==> config.mk <==
export PLATFORM = sky130hd
export DESIGN_NAME = gmii_tx_arbiter_flat
export DESIGN_NICKNAME = d
export VERILOG_FILES = /design/src/rtl/gmii_arb_pkg.sv /design/src/rtl/gmii_tx_arbiter_if.sv /design/src/rtl/gmii_tx_arbiter_rr_picker.sv /design/src/rtl/gmii_tx_arbiter.sv /design/src/flat_wrapper.sv
export SDC_FILE = /design/constraint.sdc
export NUM_CORES = 1
export LEC_CHECK = 0
export ABC_AREA = 1
export CAP_MARGIN = 20
export CORE_MARGIN = 3
export CORE_UTILIZATION = 55
export CTS_CLUSTER_SIZE = 10
export DETAILED_ROUTE_END_ITERATION = 6
export DONT_BUFFER_PORTS = 1
export PLACE_DENSITY = 0.77
export REMOVE_ABC_BUFFERS = 1
export SYNTH_ARGS = -nofsm -noshare
export SYNTH_HDL_FRONTEND = slang
export SYNTH_HIERARCHICAL = 1
export SYNTH_SLANG_ARGS = --single-unit
==> constraint.sdc <==
create_clock -name eth_tx_clk -period 2.9 [get_ports eth_tx_clk]
set_input_delay 0.58 -clock eth_tx_clk [delete_from_list [all_inputs] [get_ports eth_tx_clk]]
set_output_delay 0.58 -clock eth_tx_clk [all_outputs]
set_load 0.1 [all_outputs]
==> src/rtl/gmii_arb_pkg.sv <==
// rtl/gmii_arb_pkg.sv - shared types and defaults for the GMII transmit arbiter
package gmii_arb_pkg;

  typedef enum logic [1:0] {
    ARB_IDLE  = 2'd0,
    ARB_XFER  = 2'd1,
    ARB_DRAIN = 2'd2,
    ARB_IFG   = 2'd3
  } arb_state_t;

  // Ethernet inter-frame gap in byte times
  localparam int DEF_IFG_CYCLES = 12;

  // Largest untagged Ethernet frame including FCS
  localparam int DEF_MAX_BYTES = 1518;

endpackage

==> src/rtl/gmii_tx_arbiter_if.sv <==
// rtl/gmii_tx_arbiter_if.sv - source lanes and transmit byte path of the arbiter
interface gmii_tx_arbiter_if #(
  parameter int N_REQ = 4
);

  logic [N_REQ-1:0]   src_req;
  logic [8*N_REQ-1:0] src_data;
  logic [N_REQ-1:0]   src_valid;
  logic [N_REQ-1:0]   src_last;
  logic [N_REQ-1:0]   src_ready;

  logic [7:0]         tx_data;
  logic               tx_valid;
  logic               tx_last;
  logic               tx_ready;

  // Arbiter view: consumes source lanes, drives the transmit path
  modport master (
    input  src_req, src_data, src_valid, src_last, tx_ready,
    output src_ready, tx_data, tx_valid, tx_last
  );

  // Environment view: sources plus the transmit datapath
  modport slave (
    output src_req, src_data, src_valid, src_last, tx_ready,
    input  src_ready, tx_data, tx_valid, tx_last
  );

endinterface

==> src/rtl/gmii_tx_arbiter_rr_picker.sv <==
// rtl/gmii_tx_arbiter_rr_picker.sv - rotating priority encoder for the arbiter
module rr_picker #(
  parameter int N_REQ = 4,
  parameter int PTR_W = $clog2(N_REQ)
) (
  input  logic [N_REQ-1:0] req,
  input  logic [PTR_W-1:0] ptr,
  output logic [N_REQ-1:0] pick,
  output logic             found
);

  // Scan upward from ptr, wrapping modulo N_REQ; first requester wins
  always_comb begin
    logic [PTR_W:0]   sum;
    logic [PTR_W-1:0] idx;
    pick  = '0;
    found = 1'b0;
    sum   = '0;
    idx   = '0;
    for (int i = 0; i < N_REQ; i++) begin
      sum = {1'b0, ptr} + (PTR_W+1)'(i);
      if (sum >= (PTR_W+1)'(N_REQ)) begin
        sum = sum - (PTR_W+1)'(N_REQ);
      end
      idx = sum[PTR_W-1:0];
      if (!found && req[idx]) begin
        pick[idx] = 1'b1;
        found     = 1'b1;
      end
    end
  end

endmodule

==> src/rtl/gmii_tx_arbiter.sv <==
// rtl/gmii_tx_arbiter.sv - round-robin frame arbiter in front of the GMII transmit path
module gmii_tx_arbiter
  import gmii_arb_pkg::*;
#(
  parameter int N_REQ      = 4,
  parameter int IFG_CYCLES = DEF_IFG_CYCLES,
  parameter int MAX_BYTES  = DEF_MAX_BYTES
) (
  input  logic                 eth_tx_clk,
  input  logic                 eth_rst,
  gmii_tx_arbiter_if.master    bus,
  output logic [N_REQ-1:0]     grant,
  output logic                 busy,
  output logic                 oversize_err,
  output logic [15:0]          frames_sent
);

  localparam int PTR_W = $clog2(N_REQ);

  arb_state_t        state;
  arb_state_t        state_nxt;
  logic [PTR_W-1:0]  rr_ptr;
  logic [15:0]       byte_cnt;
  logic [15:0]       ifg_cnt;

  logic [N_REQ-1:0]  pick;
  logic              found;
  logic [PTR_W-1:0]  pick_idx;

  logic [7:0]        lane_data;
  logic              lane_valid;
  logic              lane_last;

  logic              at_max;
  logic              xfer_beat;
  logic              drain_beat;
  logic              frame_done;
  logic              ifg_done;

  rr_picker #(
    .N_REQ (N_REQ),
    .PTR_W (PTR_W)
  ) u_picker (
    .req   (bus.src_req),
    .ptr   (rr_ptr),
    .pick  (pick),
    .found (found)
  );

  // Select the byte lane of the current owner; all-zero when nobody holds the grant
  always_comb begin
    lane_data  = '0;
    lane_valid = 1'b0;
    lane_last  = 1'b0;
    for (int i = 0; i < N_REQ; i++) begin
      if (grant[i]) begin
        lane_data  = bus.src_data[8*i +: 8];
        lane_valid = bus.src_valid[i];
        lane_last  = bus.src_last[i];
      end
    end
  end

  // Binary index of the picker's winner, used to advance the round-robin pointer
  always_comb begin
    pick_idx = '0;
    for (int i = 0; i < N_REQ; i++) begin
      if (pick[i]) begin
        pick_idx = PTR_W'(i);
      end
    end
  end

  assign at_max     = (byte_cnt == 16'(MAX_BYTES - 1));
  assign xfer_beat  = (state == ARB_XFER) && lane_valid && bus.tx_ready;
  assign drain_beat = (state == ARB_DRAIN) && lane_valid;
  assign frame_done = xfer_beat && (lane_last || at_max);
  assign ifg_done   = (ifg_cnt == 16'(IFG_CYCLES - 1));

  // State register; reset abandons any frame in flight
  always_ff @(posedge eth_tx_clk or negedge eth_rst) begin
    if (!eth_rst) begin
      state <= ARB_IDLE;
    end else begin
      state <= state_nxt;
    end
  end

  // Next-state: truncation diverts to DRAIN so the rest of the source frame is swallowed
  always_comb begin
    state_nxt = state;
    case (state)
      ARB_IDLE: begin
        if (found) state_nxt = ARB_XFER;
      end
      ARB_XFER: begin
        if (xfer_beat) begin
          if (lane_last)   state_nxt = ARB_IFG;
          else if (at_max) state_nxt = ARB_DRAIN;
        end
      end
      ARB_DRAIN: begin
        if (drain_beat && lane_last) state_nxt = ARB_IFG;
      end
      ARB_IFG: begin
        if (ifg_done) state_nxt = ARB_IDLE;
      end
      default: state_nxt = ARB_IDLE;
    endcase
  end

  // Outputs: transmit path only sees the owner's lane while in XFER
  always_comb begin
    bus.tx_data   = 8'h00;
    bus.tx_valid  = 1'b0;
    bus.tx_last   = 1'b0;
    bus.src_ready = '0;
    oversize_err  = 1'b0;
    busy          = (state != ARB_IDLE);
    case (state)
      ARB_XFER: begin
        bus.tx_data   = lane_data;
        bus.tx_valid  = lane_valid;
        bus.tx_last   = lane_last || at_max;
        bus.src_ready = grant & {N_REQ{bus.tx_ready}};
        oversize_err  = xfer_beat && !lane_last && at_max;
      end
      ARB_DRAIN: begin
        bus.src_ready = grant;
      end
      default: ;
    endcase
  end

  // Grant, pointer and counters; grant drops as the gap starts
  always_ff @(posedge eth_tx_clk or negedge eth_rst) begin
    if (!eth_rst) begin
      grant       <= '0;
      rr_ptr      <= '0;
      byte_cnt    <= '0;
      ifg_cnt     <= '0;
      frames_sent <= '0;
    end else begin
      if (state == ARB_IDLE && found) begin
        grant    <= pick;
        rr_ptr   <= (pick_idx == PTR_W'(N_REQ - 1)) ? '0 : pick_idx + PTR_W'(1);
        byte_cnt <= '0;
      end else if (xfer_beat) begin
        byte_cnt <= byte_cnt + 16'd1;
      end
      if (frame_done) begin
        frames_sent <= frames_sent + 16'd1;
      end
      if (state_nxt == ARB_IFG && state != ARB_IFG) begin
        grant   <= '0;
        ifg_cnt <= '0;
      end else if (state == ARB_IFG) begin
        ifg_cnt <= ifg_cnt + 16'd1;
      end
    end
  end

endmodule

==> src/flat_wrapper.sv <==
// flat-port wrapper written by rule: the top's interface ports become plain ports
module gmii_tx_arbiter_flat import gmii_arb_pkg::*;
#(
  parameter int N_REQ      = 4,
  parameter int IFG_CYCLES = DEF_IFG_CYCLES,
  parameter int MAX_BYTES  = DEF_MAX_BYTES
)
  (eth_tx_clk, eth_rst, grant, busy, oversize_err, frames_sent, bus_src_req, bus_src_data, bus_src_valid, bus_src_last, bus_tx_ready, bus_src_ready, bus_tx_data, bus_tx_valid, bus_tx_last);
  gmii_tx_arbiter_if #(.N_REQ(N_REQ)) bus_i ();
  input  logic eth_tx_clk;
  input  logic eth_rst;
  output logic [N_REQ-1:0] grant;
  output logic busy;
  output logic oversize_err;
  output logic [15:0] frames_sent;
  input wire logic [$bits(bus_i.src_req)-1:0] bus_src_req;
  input wire logic [$bits(bus_i.src_data)-1:0] bus_src_data;
  input wire logic [$bits(bus_i.src_valid)-1:0] bus_src_valid;
  input wire logic [$bits(bus_i.src_last)-1:0] bus_src_last;
  input wire logic [$bits(bus_i.tx_ready)-1:0] bus_tx_ready;
  output wire logic [$bits(bus_i.src_ready)-1:0] bus_src_ready;
  output wire logic [$bits(bus_i.tx_data)-1:0] bus_tx_data;
  output wire logic [$bits(bus_i.tx_valid)-1:0] bus_tx_valid;
  output wire logic [$bits(bus_i.tx_last)-1:0] bus_tx_last;
  assign bus_i.src_req = bus_src_req;
  assign bus_i.src_data = bus_src_data;
  assign bus_i.src_valid = bus_src_valid;
  assign bus_i.src_last = bus_src_last;
  assign bus_i.tx_ready = bus_tx_ready;
  assign bus_src_ready = bus_i.src_ready;
  assign bus_tx_data = bus_i.tx_data;
  assign bus_tx_valid = bus_i.tx_valid;
  assign bus_tx_last = bus_i.tx_last;
  gmii_tx_arbiter #(.N_REQ(N_REQ), .IFG_CYCLES(IFG_CYCLES), .MAX_BYTES(MAX_BYTES)) u_core (.eth_tx_clk(eth_tx_clk), .eth_rst(eth_rst), .bus(bus_i), .grant(grant), .busy(busy), .oversize_err(oversize_err), .frames_sent(frames_sent));
endmodule
==> results of run 1 <==
==> critical path: cells and delay by family, from the launching register on <==
family / cells / cell delay [ns]
buffers and inverters: 2 / 0.39
and+or+nand+nor: 7 / 0.92
DFF: 1 / 0.53
==> timing repair <==
item,in CTS,in global routing
resized for setup,0,1
hold buffers,1,0
endpoints found under the hold margin,56,0
setup buffers,0,0
endpoints found under the setup margin,0,5
==> power breakdown <==
group / leakage [nW] / internal (mW) / switching (mW) / total (mW)
sequential: 0.759 / 0.912 / 0.161 / 1.07
clock: 0.0423 / 0.176 / 0.280 / 0.456
combinational: 1.53 / 1.18 / 2.84 / 4.02
total: 2.33 / 2.26 / 3.28 / 5.54
==> per-layer routing <==
| layer | vias to the layer above | track usage, % | wire (µm) |
|---|---|---|---|
| met5 | - | 0 | 0 |
| met4 | 0 | 7.92 | 265 |
| met3 | 26 | 4.76 | 787 |
| met2 | 162 | 40.0 | 4720 |
| met1 | 1772 | 30.7 | 4310 |
| li1 | 1914 | - | - |
==> area by class of cell <==
type / count / area (µm²)
clock inverter: 3 / 26.3
multi-input combinational: 421 / 2380
inverter: 77 / 289
sequential: 56 / 1400
clock buffer: 5 / 68.8
timing repair buffer: 42 / 533
fill: 560 / 2170
tap: 96 / 120
==> cell usage after synthesis, types with 2 or more instances <==
master and instances:
a21oi_1 29, buf_6 2, clkbuf_1 6, dfrtp_1 56, ha_1 16, inv_1 66, inv_2 11, nand2_1 121
nand2_2 8, nand2_4 5, nand3_1 58, nand3_2 10, nand3_4 3, nand4_1 10, nor2_1 54, nor2_2 3
nor2_4 3, nor3_1 18, nor4_1 8, o21ai_0 41, xnor2_1 7, xor2_1 15
==> flip-flops by register name (all words and copies together) (netlist names) <==
| name | flops |
|---|---|
| u_core/rr_ptr | 2 |
| u_core/byte_cnt | 16 |
| u_core/grant | 4 |
| u_core/state | 2 |
| u_core/frames_sent | 16 |
| u_core/ifg_cnt | 16 |
==> cells by family (layout without fill, tap and decap cells) <==
logic type / after synthesis / in the layout / share of synthesized area, %
DFF: 56 / 56 / 34.3
buffers and inverters: 89 / 127 / 8.95
xor gates and xnor gates: 22 / 22 / 4.72
AOI/OAI and AO/OA: 74 / 74 / 9.25
and+or+nand+nor: 309 / 309 / 37.9
adders and majority gates: 16 / 16 / 4.90
==> cells in the final DEF, fill, tap and decap left out, drive strengths merged, types with 2 or more instances in the layout <==
| cell type | n |
|---|---|
| xnor2 | 7 |
| inv | 78 |
| nand2 | 135 |
| ha | 16 |
| nand3 | 71 |
| xor2 | 15 |
| clkbuf | 8 |
| nand4 | 10 |
| o21ai | 41 |
| nor3 | 19 |
| nor4 | 8 |
| dfrtp | 56 |
| buf | 39 |
| clkinvlp | 2 |
| a21oi | 29 |
| nor2 | 61 |
| or2 | 3 |
==> worst min-delay path by stage <==
stage               startpoint                endpoint  slack [ns]  cells after the start
detailed placement     eth_rst   u_core/frames_sent[8]        0.29                      0
floorplan              eth_rst      u_core/byte_cnt[0]        0.28                      0
finish                 eth_rst  u_core/frames_sent[11]        0.10                      1
global route           eth_rst  u_core/frames_sent[11]        0.12                      1
CTS                    eth_rst   u_core/frames_sent[8]        0.12                      1
global placement       eth_rst   u_core/frames_sent[8]        0.29                      0
==> metrics by stage <==
step / hold slack [ns] / util (%) / std cells / cell area, µm²
after CTS: 0.116 / 69.0 / 700 / 4810
after floorplan: 0.284 / - / 554 / 4010
final: 0.103 / 69.0 / 700 / 4820
after global routing: 0.119 / 69.0 / 700 / 4820
after detailed placement: 0.286 / 67.2 / 691 / 4690
after global placement: 0.286 / 67.2 / 691 / 4690
==> reports/metrics.cfg, run 1 <==
[synth]
synth_top_area_share_pct=34.3
syn_inst=566
synth_area_um2=4080
syn_avg_cell_area_um2=7.22
yosysUniqueCellTypes=38
ys.flop_type=dfrtp_1
synth_async_sr_flop_share_pct=100
synth-seq-cells=56
ys_warn_count=6
yosysSeqAreaShare_pct=34.3
synth-edff-count=0
synthTopCellsByArea=dfrtp_1, nand2_1, nand3_1
yosysTopAreaCell=dfrtp_1

[timing]
fin_skew_ns=0.0125
worst_slack_ns=0.167
worstMarginPinSlew_ns=0.954
maxSlewViolCount=0
rsz0062_at_grt=no
period_minus_slack_ns=2.73
fmax_mhz=366
hold_viol_final=0
setup_violations=0
tns_ns=0
relSlewSlack_pct=36.4
timing.final.crit_share_pct=94.2

[setup_path]
regToRegSetupSlack_ns=0.30
reg2reg_from=u_core/rr_ptr[1]
cp-end-kind=output pin
slowest_delay_ns=0.53
slowest_stage=dfrtp_1
critical_path_class=register to output pin
critPathCapture=oversize_err
cp_cell_sequence=inv_2, nand2_1, nand3_1, nand2_2, nand2_2, nor2_8, nand2_1, nor3_2, buf_16
cp_max_fo=11
critPathArrivalTime_ns=2.15
cp-startpoint=u_core/grant[1]
timing.rr.end=u_core/ifg_cnt[3]
cp-start-kind=register
r2r_cells=14
crit_required_ns=2.32

[place]
place.gp.congestion=0.888
port-buffer-count=0
pre_cts_slack_ns=0.267
dp_hpwl_mm=7.66

[detailed_routing]
drc=0
drt_wl_total_mm=10.1
final_antenna_net_count=0
vias_per_cell=5.53
vias=3874
drt-pass1-iter-count=5
drt-initial-drc-count=210
wl_per_cell_um=14.4

[cts]
htreeDepth=2
cts-root-buf=clkbuf_8
clock_path_buffers=2
clock_latency_ns=0.32
cts.sinks=56
cts_buffers=5
clkTransAtPathRegs_ns=0.11
cts_tree=done

[final_layout]
insertedDiodeCount=0
nNetsFinal=666
area_growth_pct=17.9
drive_above_1_share_pct=18.9

[die]
die_h_um=92.2
coreArea_um2=6980
die_area_um2=8500
die_x_um=92.2
placementRows=30
ios=83
initial_core_util_pct=58.5

[global_routing]
overflow=0
grt_usage_pct=23.8
grt_pass1_vias=3615
antenna_found_initial=0
grt_pass1_wl_mm=16.6
grt_max_degree=57

[pwr]
power.density_nw_per_um2=1150
irDropWorstVdd_mv=0.458
leakage_nw=2.33
total_power_mw=5.54

[worst_hold_path]
hp-class=primary input to asynchronous set/reset pin

[status]
outcome=complete, no violations

[flow_run]
drv_cap=0

Power figures use the tool's default switching activity.
==> run 2, diff against run 1 <==
--- a/config.mk
+++ b/config.mk
@@ -5,14 +5,14 @@
 export SDC_FILE = /design/constraint.sdc
 export NUM_CORES = 1
 export LEC_CHECK = 0
-export ABC_AREA = 1
+export ABC_AREA = 0
+export BUFFER_PORTS_ARGS = -buffer_cell sky130_fd_sc_hd__buf_2
 export CAP_MARGIN = 20
 export CORE_MARGIN = 3
 export CORE_UTILIZATION = 55
 export CTS_CLUSTER_SIZE = 10
 export DETAILED_ROUTE_END_ITERATION = 6
-export DONT_BUFFER_PORTS = 1
-export PLACE_DENSITY = 0.77
+export PLACE_DENSITY = 0.87
 export REMOVE_ABC_BUFFERS = 1
 export SYNTH_ARGS = -nofsm -noshare
 export SYNTH_HDL_FRONTEND = slang
==> run 2 against run 1 <==
  * Global-route usage is 0.52 points lower
  * Cell area is 3.6% lower
  * Combinational power is 9.2% lower
  * Power is 6.1% lower
  * Clock skew is 0.0015 ns lower
  * Critical path depth is 4 lower
  * Worst hold slack better by 0.27 ns
  * Sequential share of layout area is 1.1 points higher
  * Fmax is 2.2% lower
  * Sequential cell count stayed put
==> reports/metrics.cfg, run 2 <==
[status]
outcome=complete, no violations

[global_routing]
grt_pass1_vias=3464  ; -4.2%
grt_max_degree=40  ; -30%
antenna_found_initial=0  ; unchanged
grt_pass1_wl_mm=16.2  ; -2.6%
grt_usage_pct=23.3  ; -0.52 points
overflow=0  ; unchanged

[die]
die_area_um2=8180  ; -3.8%
die_x_um=90.4  ; -1.9%
coreArea_um2=6870  ; -1.6%
initial_core_util_pct=57.1  ; -1.4 points
ios=83  ; unchanged
placementRows=30  ; unchanged
die_h_um=90.4  ; -1.9%

[synth]
synth_commonest_cells=dfrtp_1, nor2_1, nand2_1
yosysTopAreaCell=dfrtp_1
synth_top_family_by_area=simple AND/OR/NAND/NOR gates
synth-seq-cells=56  ; unchanged
syn_avg_cell_area_um2=9.20  ; +28%
yosysUniqueCellTypes=58  ; +53%
yosys.area_share.simple_pct=25.1  ; -13 points
synthTopCellsByArea=dfrtp_1, xor2_1, ha_1
synth_most_common_cell=dfrtp_1
synth_top_area_share_pct=35.7  ; +1.4 points
synth_compound_area_share_pct=17.7  ; +8.4 points
ys.flop_type=dfrtp_1
synthAdderAreaFrac_pct=5.11  ; +0.20 points
synthMuxAreaShare_pct=3.51  ; +3.5 points
synth-edff-count=0  ; unchanged
yosysSeqAreaShare_pct=35.7  ; +1.4 points
ys_warn_count=6  ; unchanged
syn_inst=426  ; -25%
synth_async_sr_flop_share_pct=100  ; unchanged
synth_area_um2=3920  ; -4.0%
synth_xor_area_share_pct=8.27  ; +3.5 points

[timing]
hold_viol_final=0  ; unchanged
fmax_mhz=358  ; -2.2%
worstMarginPinSlew_ns=0.870  ; -0.0838 ns
relSlewSlack_pct=42.0  ; +5.6 points
maxSlewViolCount=0  ; unchanged
timing.final.crit_share_pct=96.4  ; +2.1 points
rsz0062_at_grt=no
fin_skew_ns=0.0110  ; -0.00147 ns
whs_ns=0.377  ; +0.274 ns
period_minus_slack_ns=2.80  ; +0.0619 ns
worst_slack_ns=0.105  ; -0.0619 ns
setup_violations=0  ; unchanged
tns_ns=0  ; unchanged

[setup_path]
critical_path_class=register to output pin
cp_max_fo=5  ; -6
crit_required_ns=2.32  ; about the same
regToRegSetupSlack_ns=0.27  ; -0.03 ns
cp-end-kind=output pin
cp-start-kind=register
critPathArrivalTime_ns=2.22  ; +0.07 ns

[cts]
clock_latency_ns=0.31  ; about the same
cts_tree=done
htreeDepth=2  ; unchanged
cts.sinks=56  ; unchanged
ctsHoldBuffers=0  ; -1
cts-root-buf=clkbuf_8
clkTransAtPathRegs_ns=0.10  ; about the same
clock_path_buffers=2  ; unchanged
cts_buffers=5  ; unchanged

[place]
dp_hpwl_mm=6.95  ; -9.2%
place_area_um2=4520  ; -3.7%
place.gp.congestion=0.890  ; +0.24%
pre_cts_slack_ns=0.253  ; -0.0144 ns
port-buffer-count=82  ; +82
dp_cells=592  ; -14%

[detailed_routing]
final_antenna_net_count=0  ; unchanged
drt-initial-drc-count=230  ; +9.5%
wl_per_cell_um=15.8  ; +9.3%
vias=3600  ; -7.1%
vias_per_cell=5.97  ; +7.9%
drt-pass1-iter-count=4  ; -1
drt_wl_total_mm=9.50  ; -5.8%
drc=0  ; unchanged

[final_layout]
insertedDiodeCount=0  ; unchanged
final_cell_mix=buf_2, dfrtp_1, nor2_1
nNetsFinal=569  ; -15%
layout.core_utilization_pct=67.6  ; -1.4 points
drive_above_1_share_pct=25.2  ; +6.4 points
final_area_um2=4640  ; -3.6%
top_regs=u_core/byte_cnt: 16 flops, u_core/frames_sent: 16 flops, u_core/ifg_cnt: 16 flops
fill_cells=551  ; -1.6%
area_growth_pct=18.5
final_cell_count_no_fill=603  ; -14%
final_common_cell=buf_2

[pwr]
irDropWorstVdd_mv=1.29  ; +180%
leakage_nw=2.07  ; -11%
total_power_mw=5.21  ; -6.1%
power.density_nw_per_um2=1120  ; -2.6%

[flow_run]
drv_cap=0  ; unchanged

[worst_hold_path]
hp-class=primary input to asynchronous set/reset pin

==> run 2: final timing paths <==
| kind | cells past startpoint | start | to |
|---|---|---|---|
| hold reg to reg | 1 | u_core/frames_sent[15] | u_core/frames_sent[15] |
| min in group eth_tx_clk | 1 | u_core/frames_sent[15] | u_core/frames_sent[15] |
| max in group asynchronous | 2 | eth_rst | u_core/rr_ptr[1] |
| hold / removal | 1 | eth_rst | u_core/byte_cnt[2] |
| setup / recovery | 5 | u_core/byte_cnt[4] | oversize_err |
| setup reg to reg | 8 | u_core/rr_ptr[1] | u_core/rr_ptr[1] |
==> run 2: what timing repair did <==
| action | in CTS | in global routing |
|---|---|---|
| buffers inserted | 3 | 0 |
| pin swaps | 1 | 1 |
| endpoints found under the setup margin | 6 | 11 |
| resized for setup | 1 | 5 |
==> run 2: layer usage <==
| metal | GRT usage (%) | share of wire (%) |
|---|---|---|
| met5 | 0 | 0 |
| met1 | 30.3 | 42 |
| met2 | 40.1 | 49 |
| met3 | 4.50 | 6.7 |
| met4 | 5.48 | 1.6 |
==> run 2: area by class of cell <==
class / instances / area, µm² / area share (%)
multi-input combinational: 332 / 2340 / 50.4
clock buffer: 5 / 68.8 / 1.48
clock inverter: 3 / 21.3 / 0.458
timing repair buffer: 97 / 638 / 13.7
tap: 96 / 120 / 2.59
inverter: 14 / 52.6 / 1.13
sequential: 56 / 1400 / 30.2
==> run 2: critical path, stage by stage, from the launching register on <==
cell	delay, ns
dfrtp_1	0.46
or4_4	0.58
nor4_4	0.34
nand2_1	0.11
nor2_1	0.21
buf_12	0.21
==> run 2: report_power, final <==
part | leakage, nW | switching [mW] | internal [mW]
clock network | 0.0445 | 0.259 | 0.172
registers | 0.744 | 0.215 | 0.916
logic | 1.28 | 2.59 | 1.06
==> run 2: logic make-up after synthesis <==
logic type / after synthesis
xor gates and xnor gates: 37
muxes: 12
adders and majority gates: 16
and+or+nand+nor: 180
AOI/OAI and AO/OA: 87
buffers and inverters: 38
DFF: 56
==> run 3, diff against run 2 <==
--- a/config.mk
+++ b/config.mk
@@ -14,6 +14,7 @@
 export DETAILED_ROUTE_END_ITERATION = 6
 export PLACE_DENSITY = 0.87
 export REMOVE_ABC_BUFFERS = 1
+export SETUP_SLACK_MARGIN = 0.15
 export SYNTH_ARGS = -nofsm -noshare
 export SYNTH_HDL_FRONTEND = slang
 export SYNTH_HIERARCHICAL = 1
==> run 3 against run 2 <==
  * Combinational power increased by 1%
  * Sequential cell count unchanged
  * Register-to-register slack improved by 0.05 ns
  * Critical path type unchanged
  * Clock skew decreased by 0.0033 ns
  * Cell count increased by 0.83%
  * First-iteration DRC count increased by 17%
  * Global-route usage increased by 0.089 points
==> reports/metrics.cfg, run 3 (synthesis results as in run 2) <==
[cts]
cts_buffers=5  ; unchanged
ctsHoldBuffers=0  ; unchanged
clock_path_buffers=2  ; unchanged
cts.sinks=56  ; unchanged
clkTransAtPathRegs_ns=0.10  ; about the same
htreeDepth=2  ; unchanged
cts_tree=done
cts-root-buf=clkbuf_8
clock_latency_ns=0.31  ; about the same

[detailed_routing]
met1_length_mm=4.05  ; +0.27%
vias=3656  ; +1.6%
drt_wl_total_mm=9.75  ; +2.7%
vias_per_cell=6.01  ; +0.72%
final_antenna_net_count=0  ; unchanged
wl_met3_um=728  ; +14%
drt-initial-drc-count=270  ; +17%
drt-pass1-iter-count=5  ; +1
drc=0  ; unchanged
wl_per_cell_um=16.0  ; +1.8%
route.top_layer_used=met4
wl_met2_mm=4.84  ; +3.5%

[pwr]
power.density_nw_per_um2=1120  ; -0.26%
leakage_nw=2.09  ; +1.1%
irDropWorstVdd_mv=1.29  ; -0.40%

[setup_path]
slowest_delay_ns=0.54  ; -0.04 ns
critPathArrivalTime_ns=2.13  ; -0.09 ns
cp_max_fo=5  ; unchanged
cp_cell_sequence=or4_4, nor4_4, buf_4, o21a_1, buf_12
cp-start-kind=register
cp-end-kind=output pin
regToRegSetupSlack_ns=0.32  ; +0.05 ns
slowest_stage=or4_4
critical_path_class=register to output pin
r2r_cells=8  ; unchanged
crit_required_ns=2.32  ; about the same

[timing]
fin_skew_ns=0.00772  ; -0.00327 ns
whs_ns=0.373  ; -0.00329 ns
timing.final.crit_share_pct=93.4  ; -3.0 points
setup_violations=0  ; unchanged
hold_viol_final=0  ; unchanged
worst_slack_ns=0.191  ; +0.0856 ns
relSlewSlack_pct=42.5  ; +0.49 points
rsz0062_at_grt=no
worstMarginPinSlew_ns=0.863  ; -0.00735 ns
period_minus_slack_ns=2.71  ; -0.0856 ns
maxSlewViolCount=0  ; unchanged
tns_ns=0  ; unchanged
fmax_mhz=369  ; +3.2%

[die]
coreArea_um2=6870  ; unchanged
placementRows=30  ; unchanged
die_h_um=90.4  ; unchanged
die_x_um=90.4  ; unchanged
die_area_um2=8180  ; unchanged
initial_core_util_pct=57.1  ; unchanged
ios=83  ; unchanged

[global_routing]
grt_pass1_wl_mm=16.3  ; +0.46%
grt_pass1_vias=3473  ; +0.26%
antenna_found_initial=0  ; unchanged
grt_max_degree=40  ; unchanged
grt_usage_pct=23.4  ; +0.089 points
overflow=0  ; unchanged

[final_layout]
final_cell_count_no_fill=608  ; +0.83%
final_common_cell=buf_2
fill_cells=543  ; -1.5%
area_growth_pct=19.9
insertedDiodeCount=0  ; unchanged
top_regs=u_core/byte_cnt: 16 flops, u_core/frames_sent: 16 flops, u_core/ifg_cnt: 16 flops
drive_above_1_share_pct=27.3  ; +2.1 points
nNetsFinal=574  ; +0.88%
final_cell_mix=buf_2, dfrtp_1, nor2_1

[worst_hold_path]
hp-class=primary input to asynchronous set/reset pin

[place]
place.gp.congestion=0.890  ; unchanged
dp_cells=592  ; unchanged
pre_cts_slack_ns=0.253  ; unchanged
dp_hpwl_mm=6.95  ; unchanged
port-buffer-count=82  ; unchanged

[flow_run]
drv_cap=0  ; unchanged

[status]
outcome=complete, no violations

-- run 3: area by class of cell --
| class | instances | area [µm²] | area share (%) |
|---|---|---|---|
| Timing Repair Buffer | 102 | 678 | 14.4 |
| Clock buffer | 5 | 68.8 | 1.46 |
| Clock inverter | 3 | 21.3 | 0.452 |
| Sequential cell | 56 | 1410 | 30.0 |
| Tap cell | 96 | 120 | 2.55 |
| Inverter | 14 | 52.6 | 1.12 |
| Multi-Input combinational cell | 332 | 2350 | 50.0 |
-- run 3: what timing repair did --
action                                  4_1_cts  5_1_grt
resized for setup                             4       11
buffers inserted                              4        4
endpoints found under the setup margin       10       16
pin swaps                                     1        1
-- run 3: metrics by stage --
step | area (µm²) | utilization (%) | total power, mW
finish | 4700 | 68.5 | 5.26
global route | 4700 | 68.5 | 5.54
CTS | 4650 | 67.7 | 5.19
detailed placement | 4520 | 65.8 | 4.73
global placement | 4520 | 65.8 | 4.64
floorplan | 3790 | - | 3.83
-- run 3: final timing paths --
path | from | endpoint
max | u_core/byte_cnt[11] | bus_tx_last
min | eth_rst | u_core/grant[0]
max reg2reg | u_core/byte_cnt[11] | u_core/ifg_cnt[14]
min reg2reg | u_core/frames_sent[15] | u_core/frames_sent[15]
max in group asynchronous | eth_rst | u_core/rr_ptr[1]
min in group eth_tx_clk | u_core/frames_sent[15] | u_core/frames_sent[15]
-- run 3: where the power goes --
group          switching, mW  leakage, nW  total (mW)  internal (mW)
combinational           2.60         1.31        3.69           1.08
clock                  0.263       0.0445       0.435          0.172
sequential             0.217        0.737        1.14          0.920
-- run 3: critical path, delay by kind of cell (launching register included) --
family                 cells  cell delay, ns
buffers and inverters      2            0.36
AOI/OAI and AO/OA          1            0.15
and+or+nand+nor            2            0.87
DFF                        1            0.44
-- run 3: layer usage --
metal  vias to the layer above  GRT usage, %
li1                       1738             -
met1                      1719          30.4
met2                       179          40.3
met3                        20          4.50
met4                         0          5.48
met5                         -             0
